**src/rtl/sentinel_key_courier.sv**
```systemverilog
// Transmitter end of the Sentinel key interface: serializes an 8-bit key over a
// framed 3-wire link, samples the gate's status, and enforces a denial lockout.
module sentinel_key_courier #(
  parameter int CLK_DIV        = 4,
  parameter int SETTLE_CYCLES  = 16,
  parameter int MAX_FAILS      = 3,
  parameter int LOCKOUT_CYCLES = 1024
) (
  input  logic       clk,
  input  logic       rst_n,
  input  logic       ena,
  input  logic [7:0] key_data,
  input  logic       key_valid,
  output logic       key_ready,
  output logic       link_sclk,
  output logic       link_sdata,
  output logic       link_frame,
  input  logic       gate_status,
  output logic       result_valid,
  output logic       result_granted,
  output logic [1:0] fail_count,
  output logic       locked_out,
  output logic       busy
);

  localparam int PERIOD   = 2 * CLK_DIV;
  localparam int SPAN_A   = (PERIOD > SETTLE_CYCLES) ? PERIOD : SETTLE_CYCLES;
  localparam int CNT_SPAN = (SPAN_A > LOCKOUT_CYCLES) ? SPAN_A : LOCKOUT_CYCLES;
  localparam int CNT_W    = $clog2(CNT_SPAN);

  localparam logic [CNT_W-1:0] CNT_ONE     = CNT_W'(1);
  localparam logic [CNT_W-1:0] PERIOD_LAST = CNT_W'(PERIOD - 1);
  localparam logic [CNT_W-1:0] HALF        = CNT_W'(CLK_DIV);
  localparam logic [CNT_W-1:0] SETTLE_LAST = CNT_W'(SETTLE_CYCLES - 1);
  localparam logic [CNT_W-1:0] LOCK_LAST   = CNT_W'(LOCKOUT_CYCLES - 1);
  localparam logic [1:0]       FAIL_MAX    = 2'(MAX_FAILS);

  typedef enum logic [2:0] {
    S_IDLE, S_FRAME_START, S_SHIFT, S_SETTLE, S_REPORT, S_LOCKOUT
  } state_t;

  state_t           r_state;
  state_t           w_next;
  logic [CNT_W-1:0] r_cnt;
  logic [2:0]       r_bit;
  logic [7:0]       r_shift;
  logic [1:0]       r_sync;
  logic             r_status;
  logic [1:0]       r_fail;

  logic       w_handshake;
  logic       w_period_end;
  logic [1:0] w_fail_inc;
  logic       w_deny_locks;

  assign w_handshake  = key_valid & key_ready;
  assign w_period_end = (r_cnt == PERIOD_LAST);
  assign w_fail_inc   = (r_fail == FAIL_MAX) ? r_fail : r_fail + 2'd1;
  assign w_deny_locks = !r_status && (w_fail_inc == FAIL_MAX);

  // NOTE: sequential state uses non-blocking assignments so every flop sees pre-edge values.
  always_ff @(posedge clk or negedge rst_n) begin
    if (!rst_n)   r_state <= S_IDLE;
    else if (ena) r_state <= w_next;
  end

  // NOTE: every signal driven in always_comb gets a default first, so no latch is inferred.
  always_comb begin
    w_next = r_state;
    case (r_state)
      S_IDLE:        if (w_handshake) w_next = S_FRAME_START;
      S_FRAME_START: if (w_period_end) w_next = S_SHIFT;
      S_SHIFT:       if (w_period_end && r_bit == 3'd7) w_next = S_SETTLE;
      S_SETTLE:      if (r_cnt == SETTLE_LAST) w_next = S_REPORT;
      S_REPORT:      w_next = w_deny_locks ? S_LOCKOUT : S_IDLE;
      S_LOCKOUT:     if (r_cnt == LOCK_LAST) w_next = S_IDLE;
      default:       w_next = S_IDLE;
    endcase
  end

  // The status line is asynchronous to clk; it runs free so the sample is fresh on resume.
  always_ff @(posedge clk or negedge rst_n) begin
    if (!rst_n) r_sync <= 2'b00;
    else        r_sync <= {r_sync[0], gate_status};
  end

  always_ff @(posedge clk or negedge rst_n) begin
    if (!rst_n) begin
      r_cnt    <= '0;
      r_bit    <= 3'd0;
      r_shift  <= 8'd0;
      r_status <= 1'b0;
      r_fail   <= 2'd0;
    end else if (ena) begin
      case (r_state)
        S_IDLE: begin
          r_cnt <= '0;
          if (w_handshake) begin
            r_shift <= key_data;
            r_bit   <= 3'd0;
          end
        end
        S_FRAME_START: r_cnt <= w_period_end ? '0 : r_cnt + CNT_ONE;
        S_SHIFT: begin
          if (w_period_end) begin
            r_cnt   <= '0;
            r_shift <= {r_shift[6:0], 1'b0};
            r_bit   <= r_bit + 3'd1;
          end else begin
            r_cnt <= r_cnt + CNT_ONE;
          end
        end
        S_SETTLE: begin
          if (r_cnt == SETTLE_LAST) begin
            r_cnt    <= '0;
            r_status <= r_sync[1];
          end else begin
            r_cnt <= r_cnt + CNT_ONE;
          end
        end
        S_REPORT: begin
          r_cnt  <= '0;
          r_fail <= r_status ? 2'd0 : w_fail_inc;
        end
        S_LOCKOUT: begin
          if (r_cnt == LOCK_LAST) begin
            r_cnt  <= '0;
            r_fail <= 2'd0;
          end else begin
            r_cnt <= r_cnt + CNT_ONE;
          end
        end
        default: r_cnt <= '0;
      endcase
    end
  end

  // Outputs decode from held state, so they freeze along with it while ena is low.
  always_comb begin
    key_ready      = (r_state == S_IDLE) & ena;
    link_frame     = (r_state == S_FRAME_START) || (r_state == S_SHIFT);
    link_sclk      = (r_state == S_SHIFT) && (r_cnt >= HALF);
    link_sdata     = (r_state == S_SHIFT) && r_shift[7];
    result_valid   = (r_state == S_REPORT);
    result_granted = (r_state == S_REPORT) && r_status;
    fail_count     = r_fail;
    locked_out     = (r_state == S_LOCKOUT);
    busy           = (r_state != S_IDLE);
  end

endmodule

```
**config.mk**
```make
export PLATFORM = sky130hd
export DESIGN_NAME = sentinel_key_courier
export DESIGN_NICKNAME = d
export VERILOG_FILES = /design/src/rtl/sentinel_key_courier.sv
export SDC_FILE = /design/constraint.sdc
export NUM_CORES = 1
export LEC_CHECK = 0
export ABC_CLOCK_PERIOD_IN_PS = 2600
export CORE_ASPECT_RATIO = 1.2
export CORE_UTILIZATION = 44
export CTS_CLUSTER_DIAMETER = 40
export DETAILED_ROUTE_END_ITERATION = 8
export PLACE_DENSITY = 0.67
export SKIP_LAST_GASP = 1
export SYNTH_ARGS = -nofsm -noshare
export SYNTH_HDL_FRONTEND = slang
export SYNTH_SLANG_ARGS = --single-unit
```
**constraint.sdc**
```tcl
create_clock -name clk -period 2.6 [get_ports clk]
set_clock_uncertainty 0.1 [all_clocks]
set_input_delay 0.52 -clock clk [delete_from_list [all_inputs] [get_ports clk]]
set_output_delay 0.52 -clock clk [all_outputs]
set_load 0.005 [all_outputs]
```
==> summary.md <==
| Metric | Value |
|---|---|
| CTS Sinks | 29 |
| Unique cell type count in the Yosys netlist | 44 |
| Area share of the largest cell type after synthesis | 0.443 |
| Required time worst endpoint | 1980 ps |
| Commonest cells post-synth | dfrtp_1 (29), o21ai_1 (19), nand2_1 (15), nor2_1 (12), inv_1 (11) |
| # port buffers | 22 |
| Synthesized cell area | approximately 1600 um^2 |
| Post-DRT Antenna Nets | 0 |
| # resized after CTS | 0 |
| WHS Path Cells | 0 |
| Fmax | 400 MHz |
| Least-Margin Pin Slew | 485 ps |
| Synthesized net count | roughly 190 |
| Largest area contributor in the netlist | dfrtp_1 |
| Sequential share of the synthesized area | 0.443 |
| Max-cap viol count | 0 |
| Clock tree buffer depth | 2 |
| TNS Setup | 0 ps |
| Overflow left after global routing | 0 |
| Worst min path class | reg2reg |
| Vias in the first global route | between 1000 and 1500 |
| Initial core utilization | 0.474 |
| Number of buffers created by CTS | 5 |
| Most common cell in the netlist | dfrtp_1 |
| Seq cells post-synth | 29 |
| Die X | about 58 um |
| Most used DFF post-synth | dfrtp_1 |
| CP Launch Point | r_state[0] |
| Synth async-reset ratio | 1.00 |
| Final setup viols | 0 |
| Post-DP HPWL | 2660 um |
| Total global-route track usage | 0.210 |
| CTS H-tree depth | 2 |
| Largest net degree at the start of global routing | 30 |
| Tcrit/Tclk final | 0.962 |
| RSZ-0062 raised after global routing | false |
| CTS Hold Bufs | 0 |
| Total core area | ~3500 um^2 |
| DRT iter0 DRCs | 26 |
| Area of the die | 3970 um^2 |
| Routability cong. | approximately 0.85 |
| Critical Path AT | 1880 ps |
| Worst setup SP type | flip-flop |
| Dpl cells | 235 |
| CP Capture Type | output pin |
| Die H | 68.8 um |
| Syn. warnings | 0 |
| Synth area leaders | dfrtp_1 (44%), o21ai_1 (5.8%), mux2i_1 (4.3%) |
| Final min period | between 2000 and 3000 ps |
| FILL cells | 324 |
| DR vias | approximately 1400 |
| Layout overhead on the synthesized area | 24.0% |
| Failing checks | design-rule violations |
| Outcome | finished, violations left |
| Worst r2r dst | r_state[0] |
| Fin cells | ~240 |
| I/O pin count | 23 |
| Via density | roughly 5.8 |
| Crit Path Max Fanout | 3 |
| Max Slew Vio Count | 0 |
| CTS tree | yes |
| Reg2reg setup slack | about 250 ps |
| Clk slew on worst S/H paths | 60 ps |
| R2R Path Start | r_cnt[0] |
| Clk Latency, worst-skew pair | ~280 ps |
| First-pass GRT wire length | 6160 um |
| Core Util, Final | 0.588 |
| Fin. Hold Viols | 0 |
| Synthesized area per cell | roughly 9.5 um^2 |
| Diode count | 0 |
| WS Path Type | reg2out |
| Slew HR | 0.674 |
| Power density cells | ~640 nW/um^2 |
| Setup crit end | link_sdata |
| Maximum VDD drop | around 0.43 mV |
| Cell chosen for the clock root | clkbuf_8 |
| Initial antenna violation count | 0 |
| FF-to-FF path depth | 6 |
| Share of cells above drive strength 1 | 0.126 |
| Number of remaining DRC errors | 2 |
| Instance count of the mapped netlist | about 170 |
| Row cnt | 23 |
| Pleak | ~0.88 nW |
| Routed len/inst | between 10 and 15 um |
| Number of synthesized flops with an enable pin | 0 |
| Pre-antenna DRT Iters | 6 |
| Total wire length | 3590 um |
| Final nets | roughly 220 |
| Postcts setup bufs | 0 |
==> critical path: stages (launching register included) <==
cell	delay (ps)
dfrtp_1	380
nor3b_1	430
buf_4	200
and2_1	110
clkdlybuf4s50_1	490
==> through the flow <==
stage                     setup slack [ps]  area, um^2  power (mW)  hold WS [ps]
after global placement                 249        1950       0.954           238
after CTS                             75.9        2030        1.33           256
after floorplan                        420        1640       0.817           124
final                                 98.8        2030        1.31           252
after global routing                  6.16        2030        1.40           267
after detailed placement               251        1950       0.968           241
==> placed cells by master, fill, tap and decap left out, types with 2 or more instances in the layout <==
cell type        netlist  layout
nand3b_1               3       3
and3_1                 6       6
nor3b_1                3       3
mux2_1                 2       2
clkinv_2               0       2
clkdlybuf4s50_1        0      22
a31oi_1                3       3
nand4_1                2       2
nand2_1               15      15
and2_1                 4       4
clkbuf_8               0       5
o22ai_1                6       6
inv_1                 11      11
o21ai_1               19      19
nor2_1                12      12
a32o_1                 2       2
mux2i_1                7       7
ha_1                   4       4
nand3_1                3       3
dfrtp_1               29      29
o2bb2ai_1              2       2
nor3_1                 8       8
a21oi_1                3       3
a22o_1                 2       2
buf_4                  1      10
==> layer usage <==
layer | global-route usage | share of wire | vias to the layer above
li1 | - | - | 697
met1 | 0.215 | 0.41 | 667
met2 | 0.390 | 0.52 | 36
met3 | 0.0578 | 0.048 | 8
met4 | 0.116 | 0.020 | 0
met5 | 0 | 0 | -
==> cell type report <==
type                            count  area (um^2)  share of cell area
Multi-Input combinational cell    125          835               0.411
Sequential cell                    29          726               0.358
Timing Repair Buffer               32          295               0.145
Clock buffer                        6         72.6              0.0358
Tap cell                           37         46.3              0.0228
Inverter                           12         45.0              0.0222
Clock inverter                      2         10.0             0.00493
==> power by group <==
group | internal [mW] | switching [mW] | leakage [nW] | total [mW]
sequential | 0.536 | 0.0492 | 0.381 | 0.585
combinational | 0.181 | 0.187 | 0.455 | 0.368
clock | 0.185 | 0.170 | 0.0450 | 0.355
==> cell families after synthesis <==
group	share of synthesized area
flops	0.443
xor+xnor	0.00535
fa+ha+maj	0.0306
compound gates	0.193
buf+inv	0.0466
simple gates	0.209
mux	0.0726
==> registers in the layout (all words and copies together), names as in the netlist <==
signal      count
r_status        1
fail_count      2
r_cnt          10
r_state         3
r_bit           3
r_shift         8
r_sync          2
==> how the worst min path moves through the flow <==
stage | from | end | slack, ps
after floorplan | rst_n | fail_count[0] | 120
after global placement | r_sync[0] | r_sync[1] | 240
after detailed placement | r_sync[0] | r_sync[1] | 240
after CTS | r_sync[0] | r_sync[1] | 260
after global routing | r_sync[0] | r_sync[1] | 270
final | r_sync[0] | r_sync[1] | 250
Note: power is estimated with default switching activity, not from simulation.
